**config.mk**
```make
export PLATFORM = sky130hd
export DESIGN_NAME = ks_memory
export DESIGN_NICKNAME = d
export VERILOG_FILES = /design/src/rtl/ks_memory.sv
export SDC_FILE = /design/constraint.sdc
export NUM_CORES = 1
export LEC_CHECK = 0
export ABC_AREA = 1
export CAP_MARGIN = 20
export CORE_MARGIN = 2
export CORE_UTILIZATION = 30
export CTS_CLUSTER_DIAMETER = 60
export DETAILED_ROUTE_END_ITERATION = 6
export HOLD_SLACK_MARGIN = 0.03
export PLACE_DENSITY = 0.53
export REMOVE_ABC_BUFFERS = 1
export SYNTH_ARGS = -nofsm -noshare
export SYNTH_HDL_FRONTEND = slang
export SYNTH_SLANG_ARGS = --single-unit
```
**constraint.sdc**
```tcl
create_clock -name clk -period 25.6 [get_ports clk]
set_clock_uncertainty 0.05 [all_clocks]
set_input_delay 7.68 -clock clk [delete_from_list [all_inputs] [get_ports clk]]
set_output_delay 7.68 -clock clk [all_outputs]
set_load 0.02 [all_outputs]
```
**src/rtl/ks_memory.sv**
```systemverilog
// ks_memory: 32x16 word store with a single-access request/ready port and an
// optional boot loader (KS_MEMORY_BOOTLOAD_EN) that fills the image after reset.
module ks_memory (
  input  logic        clk,
  input  logic        rst,
  input  logic [4:0]  ram_addr,
  input  logic [15:0] ram_wdata,
  input  logic        ram_write_enable,
  input  logic        ram_req,
  output logic        ram_ready,
  output logic [15:0] ram_rdata,
  input  logic        load_valid,
  input  logic [15:0] load_data,
  output logic        load_ready,
  output logic        load_done
);

  typedef enum logic [1:0] {LOAD, IDLE, RESP} state_t;

  state_t            state;
  logic [31:0][15:0] mem;

`ifdef KS_MEMORY_BOOTLOAD_EN
  logic [4:0] load_cnt;

  assign load_ready = (state == LOAD);
  assign load_done  = (state != LOAD);
`else
  logic unused_load;

  assign unused_load = ^{load_valid, load_data};
  assign load_ready  = 1'b0;
  assign load_done   = 1'b1;
`endif

  // Memory words reset with the rest of the state so an aborted load or
  // access never leaves a partial image behind.
  always_ff @(posedge clk or posedge rst) begin
    if (rst) begin
`ifdef KS_MEMORY_BOOTLOAD_EN
      state    <= LOAD;
      load_cnt <= '0;
`else
      state    <= IDLE;
`endif
      ram_ready <= 1'b0;
      ram_rdata <= '0;
      mem       <= '0;
    end else begin
      case (state)
`ifdef KS_MEMORY_BOOTLOAD_EN
        LOAD: begin
          ram_ready <= 1'b0;
          if (load_valid) begin
            mem[load_cnt] <= load_data;
            load_cnt      <= load_cnt + 5'd1;
            if (load_cnt == 5'd31) state <= IDLE;
          end
        end
`endif
        IDLE: begin
          if (ram_req) begin
            state     <= RESP;
            ram_ready <= 1'b1;
            if (ram_write_enable) mem[ram_addr] <= ram_wdata;
            else                  ram_rdata     <= mem[ram_addr];
          end
        end
        RESP: begin
          // Requests seen here wait for the following IDLE cycle.
          state     <= IDLE;
          ram_ready <= 1'b0;
        end
        default: begin
          state     <= IDLE;
          ram_ready <= 1'b0;
        end
      endcase
    end
  end

endmodule

```
After elaboration in Yosys (flattened, before gate mapping)

Index checks and enable logic that the tools add are counted.

Word-level logic and storage cells: 52
Input port bits: 42
Register bits: 531
Output and inout bits: 19

Order comparisons: 2
Reductions and logical operators: 3
Bitwise logic cells: 1
Muxes and demuxes: 9
Eq/ne operators: 2

Operators by type and width:

| kind                 | count |
|---|---|
| $bwmux W512          | 1 |
| $bmux W16 S5         | 1 |
| $demux W16 S5        | 1 |
| $mux W16             | 2 |
| $lt A5 B6 Y1 const B | 1 |
| $reduce_and A3 Y1    | 2 |
| $ge A5 B1 Y1 const B | 1 |
| $mux W2              | 2 |
| $eq A2 B1 Y1 const B | 1 |
| $mux W1              | 2 |
| $ne A2 B2 Y1 const B | 1 |
| $logic_and A1 B1 Y1  | 1 |
| $not A1 Y1           | 1 |

Longest topological paths before layout

Depth after elaboration: 5
Mapped depth: 14
Gate-level depth less buffers: 11

Worst setup path before layout

No wires, ideal clock.

Path type: input to register
Start point: in ram_addr[0]
End point: reg ram_rdata[5]
Arrival time: 8.883 ns
Library setup time: 0.062 ns
Stages on the path: 13
Setup slack: 16.604 ns
Buffers on the path: 3
Data required time: 25.488 ns
Cell sequence: buf_4 > clkbuf_1 > clkbuf_1 > nand2_1 > nand2_1 > nand2_1 > nand3_1 > nand2_1 > nand2_1 > inv_1 > nand3_1 > nand2_1 > inv_1

Cells in the longest elaborated chain, start to end: 2

Ends and longest elaborated chain:

| item                           | RTL line | RTL |
|---|---|---|
| start, declared                | 6        | `input logic [4:0] ram_addr,` |
| $bmux W16 S5                   | 66       | `else ram_rdata <= mem[ram_addr];` |
| $mux W16 (implied by the code) | 66       |  |
| end signal, assigned           | 66       |  |
| end, declared                  | 11       | `output logic [15:0] ram_rdata,` |

Every way passes these cells. The select of a mux whose other input is x is not followed.
A chain may end at the register's enable or synchronous reset.

Final worst setup path

Start point: in ram_addr[0]
End point: reg ram_rdata[15]

Same word-level chain as after synthesis.

==> qor.yml <==
outcome:
  outcome: "complete, no violations"
sta:
  slew_headroom_pct: 25.4
  fin_crit_ns: 10.61
  finalHoldViolCount: 0
  tightest_slew_ns: 1.12
  fmax_mhz: 94.2
  fin_tns_setup_ns: 0
  period_share_pct: 41.5
  rsz0062_at_grt: "false"
  final-setup-viol-count: 0
  maxSlewViolCount: 0
floorplan:
  core_area_um2: 80700
  start_util_pct: 30.4
  die_w_um: 290
  row_count: 104
  pin_count: 61
  die_area_um2: 84000
  die_h_um: 290
hold_path:
  hp-class: "register to register"
final_layout:
  n_antenna_cell: 0
  nets: 3219
  fin_util_pct: 34.8
  drive_above_1_share_pct: 5.83
  area_delta_synth_final_pct: 14.7
yosys:
  post_synth_num_cell_types: 20
  synthFlopType: "dfrtp_1"
  yosys_warnings: 0
  synth_top_cell_area_share_pct: 54.0
  syn_avg_cell_area_um2: 7.52
  netlist_area_um2: 24500
  ys_seq_area_share_pct: 54.1
  synth_async_sr_flop_share_pct: 100
  synth_area_leader_cell: "dfrtp_1"
  synth_enable_flop_cells: 0
  synth.area.top_cells: "dfrtp_1 54%, nand2_1 27%, o21ai_0 9.4%"
  yosysMostFrequentCell: "nand2_1"
  ys_top_cells_by_count: "1,753 x nand2_1, 529 x dfrtp_1, 460 x o21ai_0"
  synth_seq_cells: 530
  syn_inst: 3261
placed_design:
  globalplace.congestion: 0.780
  hpwl_um: 40600
  portBuffers: 41
pwr:
  peakVddDrop_mv: 0.0512
  leakagePower_nw: 14.1
  power-per-cell-area_nw_per_um2: 75.6
global_route:
  antenna_found_initial: 2
  globalRoute.totalOverflow: 0
  grt_pass1_wl_um: 115000
  grt_usage_pct: 17.4
  grt_pass1_vias: 18800
  grt_max_degree: 173
clock_tree:
  post_cts_buffers: 0
  ctsResizeCount: 0
  clk_pin_slew_ns: 0.06
  numCtsBuffers: 60
  h-tree-depth: 2
  clock_path_buffers: 3
  cts_sinks: 530
  root_buffer: "clkbuf_16"
  clk-insertion-delay-late_ns: 0.64
  hold_buffers: 0
  cts_tree: "built"
routing:
  firstDrtPassIters: 5
  drtIter0Drc: 1847
  ant_nets: 0
  wirelength_um: 72800
  drc: 0
  wl_per_cell_um: 17.0
  via_count: 20100
  drt-vias-per-instance: 4.68
worst_setup_path:
  path_common_cell: "nand2_1"
  cp_max_fo: 112
  cpPeakStageDelay_ns: 0.78
  crit_type: "input port to register"
  arrival_ns: 11.12
  required_ns: 26.11
  cp-end-kind: "register"
  slowest_stage: "buf_4"
  worstPathCellList: "buf_8, inv_8, buf_4, buf_4, nand2_1, nand2_1, nand2_1, nand2_1, nand2_1, nand2_1, nor2_1, nand3_1, nand2_1, inv_1"
  start_kind: "input port"
flow_run:
  max-cap-violations: 0
==> sequential cells by signal (all words and copies together) (netlist names) <==
name / count
ram_rdata: 16
ram_ready: 1
mem: 512
state: 1
==> cell usage in the layout (no fill, tap or decap), types with 3 or more instances in the layout <==
cell type        instances
nand2_1               1753
dfrtp_1                529
o21ai_0                460
nand3_1                 87
clkbuf_16               61
o21ai_1                 56
inv_1                   54
clkdlybuf4s50_1         39
buf_4                   39
nor2_1                  34
clkbuf_1                19
or2_2                   15
buf_16                  13
clkbuf_8                11
buf_8                    9
nor3_2                   8
bufinv_16                8
clkinv_2                 6
nor3_4                   4
inv_6                    3
==> power by group <==
part	internal, W	leakage, nW	switching [W]
Clock	0.000548	1.00	0.000357
Combinational	0.0000873	5.88	0.000158
Sequential	0.000928	7.17	0.0000462
Total	0.00156	14.1	0.000561
==> path summary, 6_finish.rpt <==
| check | start | end | slack, ns | depth (start not counted) |
|---|---|---|---|---|
| worst max-delay path | ram_addr[0] | ram_rdata[15] | 14.99 | 14 |
| worst min-delay path | mem[371] | mem[371] | 0.43 | 2 |
| worst max register to register | state[0] | mem[374] | 22.59 | 8 |
| worst min register to register | mem[371] | mem[371] | 0.43 | 2 |
| max in group asynchronous | rst | ram_rdata[0] | 15.74 | 4 |
| min in group asynchronous | rst | mem[172] | 7.54 | 2 |
==> metrics by stage <==
step	std cells	power, W	setup WS, ns	hold WS [ns]	area [um2]
3_5_place_dp	4154	0.00123	14.36	0.422	25600
4_1_cts	4263	0.00215	15.03	0.437	27600
5_1_grt	4284	0.00223	14.80	0.449	28100
3_3_place_gp	4154	0.00123	14.34	0.415	25600
2_1_floorplan	3012	0.00114	3.06	0.403	23400
6_report	4284	0.00212	14.99	0.432	28100
==> routing by layer <==
layer | wire, um | up-vias | track usage, % | share of wire (%)
met3 | 3060 | 113 | 2.15 | 4.2
met1 | 36900 | 9527 | 26.2 | 51
li1 | - | 10000 | - | -
met2 | 31200 | 383 | 26.3 | 43
met4 | 1610 | 4 | 4.40 | 2.2
met5 | 26 | - | 0 | 0.036
==> area by class of cell <==
class | instances | area (um2)
Sequential cell | 530 | 13300
Fill cell | 8626 | 52600
Tap cell | 1060 | 1330
Clock inverter | 18 | 304
Clock buffer | 91 | 1750
Multi-Input combinational cell | 2425 | 10000
Timing Repair Buffer | 103 | 1230
Inverter | 57 | 231
==> kinds of logic (layout without fill, tap and decap cells) <==
logic type | Yosys count | after routing | share of synthesized area, %
compound gates | 517 | 517 | 10.6
buf+inv | 306 | 269 | 5.22
flops | 530 | 530 | 54.1
other cells | 2 | 2 | 0.0306
simple gates | 1906 | 1906 | 30.1
==> critical path: cells and delay by family <==
family / cells / cell delay (ns)
buffers and inverters: 5 / 2.21
and+or+nand+nor: 9 / 0.98
Note: power is estimated with default switching activity, not from simulation.
